`src/rtl/check_node_serial.sv`:
```
// Serial phi-domain LDPC check-node update: collects DC variable-to-check messages,
// then emits DC extrinsic check-to-variable messages in arrival order.

// phi(x) = -ln(tanh(x/2)), 6-bit unsigned 2.4 in -> 4-bit unsigned 2.2 out, rounded to nearest.
module phi_lut (
  input  logic [5:0] x_i,
  output logic [3:0] y_o
);
  always_comb begin
    if      (x_i == 6'd0)  y_o = 4'd15;
    else if (x_i == 6'd1)  y_o = 4'd14;
    else if (x_i == 6'd2)  y_o = 4'd11;
    else if (x_i == 6'd3)  y_o = 4'd9;
    else if (x_i == 6'd4)  y_o = 4'd8;
    else if (x_i <= 6'd6)  y_o = 4'd7;
    else if (x_i <= 6'd8)  y_o = 4'd6;
    else if (x_i <= 6'd10) y_o = 4'd5;
    else if (x_i <= 6'd14) y_o = 4'd4;
    else if (x_i <= 6'd19) y_o = 4'd3;
    else if (x_i <= 6'd26) y_o = 4'd2;
    else if (x_i <= 6'd44) y_o = 4'd1;
    else                   y_o = 4'd0;
  end
endmodule

module check_node_serial #(
  parameter int DC    = 6,
  parameter int IDX_W = 3
) (
  input  logic             clk,
  input  logic             rst,
  input  logic             in_valid_i,
  output logic             in_ready_o,
  input  logic             in_sign_i,
  input  logic [5:0]       in_mag_i,
  output logic             out_valid_o,
  input  logic             out_ready_i,
  output logic             out_sign_o,
  output logic [5:0]       out_mag_o,
  output logic [IDX_W-1:0] out_idx_o,
  output logic             out_last_o
);
  localparam int SW = 4 + $clog2(DC);

  localparam logic [0:0] ST_COLLECT = 1'b0;
  localparam logic [0:0] ST_EMIT    = 1'b1;

  logic [0:0]       state_q, state_d;
  logic [IDX_W-1:0] count_q, count_d;
  logic [SW-1:0]    s_q, s_d;
  logic             parity_q, parity_d;

  logic [3:0]       buf_phi_q [DC];
  logic [DC-1:0]    buf_sgn_q;

  logic [3:0]       in_phi;
  logic [3:0]       out_phi;
  logic [SW-1:0]    diff;
  logic [5:0]       lut_x;
  logic             in_fire, out_fire, last_edge;

  phi_lut u_phi_in  (.x_i(in_mag_i), .y_o(in_phi));
  phi_lut u_phi_out (.x_i(lut_x),    .y_o(out_phi));

  assign in_ready_o  = (state_q == ST_COLLECT);
  assign out_valid_o = (state_q == ST_EMIT);
  assign in_fire     = in_valid_i & in_ready_o;
  assign out_fire    = out_valid_o & out_ready_i;
  assign last_edge   = (count_q == IDX_W'(DC - 1));

  // Extrinsic magnitude: remove this edge's own phi from the sum, saturate back into 2.4.
  assign diff       = s_q - SW'(buf_phi_q[count_q]);
  assign lut_x      = (diff > SW'(15)) ? 6'd63 : {diff[3:0], 2'b00};
  assign out_mag_o  = {out_phi, 2'b00};
  assign out_sign_o = parity_q ^ buf_sgn_q[count_q];
  assign out_idx_o  = count_q;
  assign out_last_o = out_valid_o & last_edge;

  always_comb begin
    // NOTE: every always_comb output gets a default first so no path leaves it unassigned (no latch).
    state_d  = state_q;
    count_d  = count_q;
    s_d      = s_q;
    parity_d = parity_q;
    case (state_q)
      ST_COLLECT: begin
        if (in_fire) begin
          s_d      = s_q + SW'(in_phi);
          parity_d = parity_q ^ in_sign_i;
          if (last_edge) begin
            count_d = '0;
            state_d = ST_EMIT;
          end else begin
            count_d = count_q + 1'b1;
          end
        end
      end
      default: begin
        if (out_fire) begin
          if (last_edge) begin
            state_d  = ST_COLLECT;
            count_d  = '0;
            s_d      = '0;
            parity_d = 1'b0;
          end else begin
            count_d = count_q + 1'b1;
          end
        end
      end
    endcase
  end

  // NOTE: sequential state uses non-blocking assignments so all registers update from pre-edge values.
  always_ff @(posedge clk) begin
    if (rst) begin
      state_q  <= ST_COLLECT;
      count_q  <= '0;
      s_q      <= '0;
      parity_q <= 1'b0;
    end else begin
      state_q  <= state_d;
      count_q  <= count_d;
      s_q      <= s_d;
      parity_q <= parity_d;
    end
  end

  // NOTE: the message buffer is not reset; every entry is rewritten before it is read in a frame.
  always_ff @(posedge clk) begin
    if (in_fire) begin
      buf_phi_q[count_q] <= in_phi;
      buf_sgn_q[count_q] <= in_sign_i;
    end
  end

endmodule

```
`config.mk`:
```
export PLATFORM = sky130hd
export DESIGN_NAME = check_node_serial
export DESIGN_NICKNAME = d
export VERILOG_FILES = /design/src/rtl/check_node_serial.sv
export SDC_FILE = /design/constraint.sdc
export NUM_CORES = 1
export LEC_CHECK = 0
export BUFFER_PORTS_ARGS = -buffer_cell sky130_fd_sc_hd__buf_2
export CORE_MARGIN = 1
export CORE_UTILIZATION = 60
export CTS_BUF_LIST = sky130_fd_sc_hd__clkbuf_8
export CTS_CLUSTER_SIZE = 12
export DETAILED_ROUTE_END_ITERATION = 10
export GPL_ROUTABILITY_DRIVEN = 0
export PLACE_DENSITY = 0.81
export SYNTH_ARGS = -nofsm -noshare
export SYNTH_HDL_FRONTEND = slang
export SYNTH_SLANG_ARGS = --single-unit
export TNS_END_PERCENT = 100
```
`constraint.sdc`:
```
create_clock -name clk -period 3.5 [get_ports clk]
set_input_delay 0.175 -clock clk [delete_from_list [all_inputs] [get_ports clk]]
set_output_delay 0.175 -clock clk [all_outputs]
set_load 0.02 [all_outputs]
```
==> impl_metrics.yaml <==
status:
  status: "completed"
yosys:
  synth_top_cell_by_area: "edfxtp_1"
  muxShareOfSynthArea: 0.0798
  synth_cell_types: 57
  synth_xor_area_frac: 0.0145
  ys_ff_latch: 45
  synthSimpleGateAreaFrac: 0.149
  synth_edf_count: 30
  syn_inst: 215
  netlist_area_um2: 2420
  synth_top_family_by_area: "compound AO/OA/AOI/OAI gates"
  synth_ff_type: "edfxtp_1"
  yosys.area_share.adder: 0.0621
  ys_async_sr_fraction: 0
  avgSynthCellArea_um2: 11.2
  synth_area_leaders: "edfxtp_1, dfxtp_1, mux4_2"
  synth-compound-area-share: 0.151
  yosys_warnings: 0
  yosysTopAreaCellShare: 0.373
  yosysSeqAreaShare: 0.497
die:
  dieArea_um2: 4280
  die-width_um: 65.5
  die_h_um: 65.5
  ioPinCount: 24
  coreArea_um2: 3770
  initial_core_util: 0.641
  rows: 22
critical_path:
  critPathTopFamily: "compound AO/OA/AOI/OAI gates"
  critPathRequiredTime_ps: 3320
  crit_type: "reg2out"
  crit_path_end: "out_mag_o[3]"
  path_buf_inv: 2
  worst_path_max_delay_cell: "fa_1"
  endpoint_kind: "output pin"
  r2r_setup_slack_ps: 1620
  rr_worst_depth: 4
  cp.arrival_ps: 3110
  crit-reg2reg-launch: "out_idx_o[0]$_SDFFE_PP0P_"
  path_cells: "mux4_2, nor2_1, a21oi_1, ha_1, inv_1, fa_1, a21o_1, a311oi_1, a21oi_2, a2111oi_2, buf_2"
  critPathMaxFanout: 5
  critical_path_cell_count: 11
  max_stage_delay_ps: 420
  start_kind: "flop"
  r2r_end: "s_q[6]$_SDFFE_PP0P_"
sta:
  period_share: 0.937
  tightest_slew_ps: 1110
  max_slew_margin: 0.250
  finalSetupViolCount: 0
  slew_violations: 0
  fin_crit_ps: 3280
  worst_hold_slack_ps: 141
  worst_slack_ps: 220
  fin_worst_skew_ps: 8.14
  tns_ps: 0
  fmax_mhz: 305
  rsz0062_at_grt: "no"
  final_hold_viol_count: 0
hold_path:
  hold_path_class: "in2reg"
placed_design:
  dp_slack_ps: 380
  dp_hpwl_mm: 3.40
  port_buffers: 21
  place_area_um2: 2560
flow_run:
  drv_cap: 0
power_and_ir_drop:
  p_sw_mw: 0.324
  clkPwrFrac: 0.345
  swShare: 0.250
  leakagePower_nw: 1.04
  combPwrFrac: 0.190
  ir_drop_uv: 388
  power_mw: 1.30
  power_density_nw_per_um2: 478
  p_int_mw: 0.975
  power_frac_seq: 0.465
finish:
  nFillCells: 269
  synthToLayoutAreaGrowth_pct: 12.4
  stdcell_area_um2: 2720
  drive_above_1_share: 0.202
  diodes: 0
  nets: 258
drt:
  route.detailed.drc: 0
  postRouteAntennaNets: 0
  postRouteWirelength_mm: 4.72
  drt_pre_antenna_iters: 4
  num_vias: 1731
  vias_per_cell: 6.05
  wl_per_cell_um: 16.5
  drtIter0Drc: 102
global_routing:
  grt_antenna_before_repair: 0
  grtUsageTotal: 0.251
  grt_pass1_vias: 1607
  grt_max_degree: 15
  grt_overflow: 0
  grt_pass1_wl_mm: 7.80
clocking:
  clk_latency_ps: 290
  cts_tree: "built"
  cts_max_level: 2
  cts_buffer_depth: 2
  holdBufCountCts: 0
  cts_made_buffers: 5
  postCtsSetupRepairBufs: 0
  cts_root_buf: "clkbuf_8"
  clk_pin_slew_ps: 80
  cts_resized: 0
  clock-sinks: 45
## through the flow
step	util	std cells
global route	0.720	286
detailed placement	0.679	278
floorplan	-	216
CTS	0.715	286
finish	0.720	286
global placement	0.679	278
## synthesized netlist by cell type (all sizes together), types with 3 or more instances
library cell  count
a2111oi           4
a21o              4
a21oi            16
and2              3
buf               8
clkbuf            5
dfxtp            15
edfxtp           30
ha                8
inv              10
mux2i             8
mux4              5
nand2            12
nand2b            4
nand3             3
nor2             14
nor3              7
nor3b             3
nor4b             4
o21ai            10
xnor2             4
## worst reg2reg max path: cells and delay by family (launching register included)
kind	cells	cell delay, ps
AO/OA/AOI/OAI	2	400
flip-flops	1	580
AND/OR/NAND/NOR	2	850
## cell type report
type / instances / area [µm²] / area share
Inverter: 10 / 37.5 / 0.0138
Clock buffer: 5 / 68.8 / 0.0253
Sequential cell: 45 / 1200 / 0.443
Multi-Input combinational cell: 148 / 1130 / 0.417
Tap cell: 48 / 60.1 / 0.0221
Timing Repair Buffer: 27 / 150 / 0.0553
Clock inverter: 3 / 65.1 / 0.0240
## layer usage
layer  part of all wire  vias to the layer above  global-route usage
li1                   -                      855                   -
met1               0.47                      839               0.323
met2               0.49                       29               0.427
met3              0.028                        8              0.0503
met4              0.013                        0              0.0734
met5                  0                        -                   0
## flip-flops by register name (all words and copies together), names as in the netlist, named ones only
| name | cells |
|---|---|
| buf_phi_q | 24 |
| buf_sgn_q | 6 |
| out_idx_o | 3 |
| out_valid_o | 1 |
| parity_q | 1 |
| s_q | 7 |
## cells in the final DEF (no fill, tap or decap), drive strengths merged, types with 3 or more instances in the layout
cell	n
nor2	14
mux4	5
nand3	3
nor3	7
a2111oi	4
nor3b	3
mux2i	8
o21ai	10
nor4b	4
a21o	4
a21oi	16
xnor2	4
ha	8
clkbuf	5
inv	10
edfxtp	30
dfxtp	15
nand2	12
and2	3
nand2b	4
buf	27
## cells by family after synthesis
kind of cell	Yosys count
AND/OR/NAND/NOR	65
AO/OA/AOI/OAI	53
flip-flops	45
buffers and inverters	23
multiplexers	13
adder cells (fa/ha/maj)	11
XOR/XNOR	4
other	1
## power groups by stage
stage	clock (mW)	sequential, mW	combinational [mW]
floorplan	0	0.609	0.187
global placement	0	0.615	0.230
detailed placement	0	0.616	0.235
CTS	0.454	0.604	0.238
global route	0.475	0.607	0.274
finish	0.449	0.604	0.247
## worst min path at each step
stage,startpoint,endpoint,slack [ps],depth (start not counted)
floorplan,in_sign_i,buf_sgn_q[0]$_DFFE_PP_,270,0
global placement,in_sign_i,buf_sgn_q[4]$_DFFE_PP_,430,1
detailed placement,in_sign_i,buf_sgn_q[4]$_DFFE_PP_,440,1
CTS,in_sign_i,buf_sgn_q[4]$_DFFE_PP_,130,1
global route,in_sign_i,buf_sgn_q[4]$_DFFE_PP_,150,1
finish,in_sign_i,buf_sgn_q[4]$_DFFE_PP_,140,1
(Power assumes the default switching activity.)
